## src/rtl/cpu_pkg.sv

```systemverilog
// Shared definitions for the multicycle-memory MIPS CPU: fetch FSM states,
// PC step size and opcode constants also used by the main decoder.
package cpu_pkg;

    typedef enum logic [1:0] {
        RESET_ST,
        FETCH,
        HOLD
    } fetch_state_t;

    localparam int unsigned PC_STEP = 4;

    localparam logic [5:0] OP_J   = 6'b000010;
    localparam logic [5:0] OP_BEQ = 6'b000100;

endpackage

```

## src/rtl/nextpc.sv

```systemverilog
// Next-PC selection: jump target, PC-relative branch target or sequential PC.
// Purely combinational; the caller decides when the result is used.
module nextpc #(
    parameter int unsigned n = 32
) (
    input  logic [n-1:0] pcplus4,
    input  logic [25:0]  instr_index,
    input  logic [n-1:0] signimm,
    input  logic         pcsrc,
    input  logic         jump,
    output logic [n-1:0] next_pc
);

    // Jump wins over branch; branch offset is a word offset, so shift left by two
    // and let the top two bits of the immediate fall off.
    always_comb begin
        next_pc = pcplus4;
        if (jump) begin
            next_pc = {pcplus4[n-1:28], instr_index, 2'b00};
        end else if (pcsrc) begin
            next_pc = pcplus4 + {signimm[n-3:0], 2'b00};
        end
    end

endmodule

```

## src/rtl/fetch_unit.sv

```systemverilog
// Instruction-fetch stage: holds the PC, fetches one instruction at a time over
// a req/ready handshake, presents it until downstream advances, then moves the
// PC to the sequential, branch or jump target.
module fetch_unit
    import cpu_pkg::*;
#(
    parameter int unsigned    n        = 32,
    parameter logic [n-1:0]   RESET_PC = '0
) (
    input  logic         clk,
    input  logic         reset,
    output logic         imem_req,
    output logic [n-1:0] imem_addr,
    input  logic         imem_ready,
    input  logic [31:0]  imem_rdata,
    output logic         instr_valid,
    output logic [31:0]  instr,
    output logic [5:0]   op,
    output logic [5:0]   funct,
    output logic [n-1:0] pc,
    output logic [n-1:0] pcplus4,
    input  logic         advance,
    input  logic         pcsrc,
    input  logic         jump,
    input  logic [n-1:0] signimm,
    output logic [31:0]  instr_count
);

    fetch_state_t state;
    logic [n-1:0] pc_q;
    logic [31:0]  instr_q;
    logic [31:0]  count_q;
    logic         req_q;
    logic         valid_q;
    logic [n-1:0] next_pc;

    assign pcplus4 = pc_q + n'(PC_STEP);

    nextpc #(
        .n (n)
    ) u_nextpc (
        .pcplus4     (pcplus4),
        .instr_index (instr_q[25:0]),
        .signimm     (signimm),
        .pcsrc       (pcsrc),
        .jump        (jump),
        .next_pc     (next_pc)
    );

    // Fetch FSM with its registered handshake outputs; reset clears req at once,
    // so a late imem_ready after reset has nothing to complete.
    always_ff @(posedge clk or posedge reset) begin
        if (reset) begin
            state   <= RESET_ST;
            pc_q    <= RESET_PC;
            instr_q <= '0;
            count_q <= '0;
            req_q   <= 1'b0;
            valid_q <= 1'b0;
        end else begin
            unique case (state)
                RESET_ST: begin
                    state <= FETCH;
                    req_q <= 1'b1;
                end
                FETCH: begin
                    if (imem_ready) begin
                        instr_q <= imem_rdata;
                        state   <= HOLD;
                        req_q   <= 1'b0;
                        valid_q <= 1'b1;
                    end
                end
                HOLD: begin
                    if (advance) begin
                        pc_q    <= next_pc;
                        count_q <= count_q + 32'd1;
                        state   <= FETCH;
                        req_q   <= 1'b1;
                        valid_q <= 1'b0;
                    end
                end
                default: begin
                    state   <= RESET_ST;
                    req_q   <= 1'b0;
                    valid_q <= 1'b0;
                end
            endcase
        end
    end

    assign imem_req    = req_q;
    assign imem_addr   = pc_q;
    assign instr_valid = valid_q;
    assign instr       = instr_q;
    assign op          = instr_q[31:26];
    assign funct       = instr_q[5:0];
    assign pc          = pc_q;
    assign instr_count = count_q;

endmodule
```

## config.mk

```make
export PLATFORM = sky130hd
export DESIGN_NAME = fetch_unit
export DESIGN_NICKNAME = d
export VERILOG_FILES = /design/src/rtl/cpu_pkg.sv /design/src/rtl/nextpc.sv /design/src/rtl/fetch_unit.sv
export SDC_FILE = /design/constraint.sdc
export NUM_CORES = 1
export LEC_CHECK = 0
export CAP_MARGIN = 20
export CORE_MARGIN = 2
export CORE_UTILIZATION = 42
export CTS_CLUSTER_DIAMETER = 150
export CTS_CLUSTER_SIZE = 30
export DETAILED_ROUTE_END_ITERATION = 8
export PLACE_DENSITY = 0.79
export RECOVER_POWER = 25
export SLEW_MARGIN = 20
export SYNTH_ARGS = -nofsm -noshare
export SYNTH_HDL_FRONTEND = slang
export SYNTH_SLANG_ARGS = --single-unit
```

## constraint.sdc

```tcl
create_clock -name clk -period 3.3 [get_ports clk]
set_input_delay 0.495 -clock clk [delete_from_list [all_inputs] [get_ports clk]]
set_output_delay 0.495 -clock clk [all_outputs]
set_load 0.02 [all_outputs]
```

==> impl_metrics.toml <==
[floorplan]
die_h_um = 134
initial_core_util_pct = 42.7
die-area_sq_um = 17900
die_w_um = 134
core_sq_um = 16500
rows = 47
ioPinCount = 244

[cells_and_area]
mostFrequentLayoutCells = "231 x clkdlybuf4s50_1, 118 x buf_4, 84 x dfrtp_1"
final_common_cell = "clkdlybuf4s50_1"
drive_gt1_share_pct = 26.8
layout.nets = 1192
area_growth_pct = 58.6
fill_cells = 1245
diodes = 0

[worst_setup_path]
worstPathArrival_ns = 3.57
cp-end-kind = "flip-flop"
path_class = "flip-flop to flip-flop"
critPathMaxFanout = 5
cp.required_ns = 3.56
startpoint_type = "flip-flop"

[global_routing]
grt_antenna_before_repair = 0
grt_max_degree = 51
grt_pass1_wl_mm = 35.6
grt_overflow = 0
grt_pass1_vias = 6755
grt_util_all_layers_pct = 25.1

[outcome]
violations = "capacitance limit, slew limit, setup timing"
status = "finished with violations"

[routing]
drt-pass1-iter-count = 5
routed_wl_mm = 23.4
ant_nets = 0
num_vias = 7135
drc = 0
via_per_inst = 5.45
dr.first_iter.drc_count = 457
wl_per_cell_um = 17.9

[clocking]
clkSlewWorstSetupHoldPaths_ns = 0.07
cts_buffer_depth = 2
clkSinkCount = 97
cts_tree = "done"
postCtsHoldBufs = 0
clk_latency_ns = 0.34
clockRootBuffer = "clkbuf_16"
numCtsBuffers = 9
h-tree-depth = 3

[placed_design]
pre_cts_ws_ns = -0.159
gp_congestion = 0.932
port-buffer-count = 235
place_hpwl_mm = 17.9

[sta]
rsz0062_at_grt = "true"
finClkSkew_ns = 0.00825
hold_violations = 0
whs_ns = 0.474
worst_pin_slew_ns = 1.86
worst_slack_ns = -0.0101
fin_crit_sh_pct = 100
slew_headroom_pct = -24.2
setup_viol = 1
final.min_clock_period_ns = 3.31
finalMaxSlewViolations = 51
fmax_mhz = 302

[yosys]
avgSynthCellArea_sq_um = 9.02
yosysWarnings = 0
syn_area_sq_um = 7060
synth.distinct_cells = 72
yosysTopAreaCell = "dfrtp_1"
synthesis.instances = 783
yosys-top-cells-area = "dfrtp_1 34%, ha_1 6.6%, xnor2_1 6.2%"
ys.flop_type = "dfrtp_1"
synth_edf_count = 0
yosys.area.top_type_share_pct = 34.4
synth_seq_cells = 97
async_flop_share_pct = 100
ys_seq_area_share_pct = 34.4

[power_and_ir_drop]
p_leak_nw = 4.73
p_seq_share_pct = 20.0
pwr_density_cell_nw_per_um2 = 924
switchingPower_mw = 4.65
p_int_mw = 5.69
clockPowerShare_pct = 9.7
combPwrFrac_pct = 70.3
ir_drop_mv = 0.496
sw_frac_of_total_pct = 45.0

[job]
cap_violations = 1

[worst_hold_path]
hold_class = "flip-flop to flip-flop"
## power groups by stage
stage | combinational (mW) | clock, mW | sequential, mW
after floorplan | 3.33 | 0 | 2.57
after global placement | 6.69 | 0 | 2.04
after detailed placement | 6.77 | 0 | 2.06
after CTS | 6.91 | 1.02 | 2.04
after global routing | 7.70 | 1.08 | 2.12
final | 7.27 | 1.01 | 2.07
## stage by stage
stage | instances | util (%) | cell area (sq um) | setup TNS [ns] | power (mW)
2_1_floorplan | 788 | - | 7400 | -0.567 | 5.90
3_3_place_gp | 1286 | 63.2 | 10400 | -0.308 | 8.72
3_5_place_dp | 1286 | 63.2 | 10400 | -0.622 | 8.83
4_1_cts | 1305 | 65.8 | 10900 | -0.0511 | 9.98
5_1_grt | 1309 | 67.7 | 11200 | -1.96 | 10.9
6_report | 1309 | 67.7 | 11200 | -0.0101 | 10.3
## cell type report
type	instances	area, sq um	share of cell area, %
clock buffer	9	225	2.01
multi-input combinational	600	4820	43.1
sequential	97	2440	21.8
clock inverter	7	61.3	0.548
timing repair buffer	360	3310	29.6
tap	220	275	2.46
inverter	16	60.1	0.537
## routing by layer
layer  share of wire, %  GRT usage, %  vias to the layer above
li1                   -             -                     3351
met1                 43          33.9                     3441
met2                 49          42.1                      312
met3                6.8          4.68                       31
met4                1.6          5.91                        0
met5                  0             0                        -
## path summary, 6_finish.rpt
kind | from | endpoint | slack [ns] | cells past startpoint
max | imem_addr[2]$_DFFE_PP0P_ | imem_addr[31]$_DFFE_PP0P_ | -0.01 | 15
min | instr_count[31]$_DFFE_PP0P_ | instr_count[31]$_DFFE_PP0P_ | 0.47 | 1
max reg2reg | imem_addr[2]$_DFFE_PP0P_ | imem_addr[31]$_DFFE_PP0P_ | -0.01 | 15
min reg2reg | instr_count[31]$_DFFE_PP0P_ | instr_count[31]$_DFFE_PP0P_ | 0.47 | 1
max in group asynchronous | reset | imem_addr[11]$_DFFE_PP0P_ | 0.42 | 3
min in group asynchronous | reset | instr_count[13]$_DFFE_PP0P_ | 1.19 | 2
## cell families after synthesis
family                   after synthesis  share of synthesized area [%]
flip-flops                            97                           34.4
AO/OA/AOI/OAI                        182                           16.4
XOR/XNOR                              76                           9.54
AND/OR/NAND/NOR                      254                           18.4
buffers and inverters                 91                           7.46
adder cells (fa/ha/maj)               38                           6.84
other                                  1                         0.0531
multiplexers                          44                           6.91
## critical path, stage by stage, from the launching register on
cell      delay [ns]
dfrtp_2         0.40
ha_4            0.14
nand4_1         0.09
buf_4           0.17
nor2_4          0.14
buf_4           0.16
nand2_4         0.08
xnor2_4         0.14
ha_1            0.30
a211oi_2        0.23
o21bai_1        0.12
a211oi_2        0.29
o31ai_4         0.12
or4_1           0.48
a31o_1          0.22
o21ai_1         0.13
## cell usage after synthesis (all sizes together) (2+ instances only)
cell	instances
mux2	35
a21oi	55
a31oi	3
or3	11
a211oi	9
and4	7
o22ai	3
mux2i	9
buf	55
or2	4
a21o	16
o221ai	3
nand4b	3
nor3	17
o21bai	4
or4	2
nand3b	4
nand3	27
o211a	2
nor4	5
o21a	7
nor2	52
inv	16
o31a	2
o31ai	4
nor2b	2
ha	37
o311ai	3
xor2	25
o211ai	2
and2	5
and3	9
xnor2	51
dfrtp	97
a221oi	4
nand2	82
nand4	21
clkbuf	20
o21ai	57
## flip-flops by register name, indices dropped and copies added (netlist names)
register,flops
instr_valid,1
state,2
instr,32
instr_count,32
imem_addr,30
## timing repair
action | CTS | global route
setup buffers | 3 | 4
endpoints found under the setup margin | 7 | 21
resized for setup | 19 | 55
pin swaps | 6 | 28
Power figures use the tool's default switching activity.
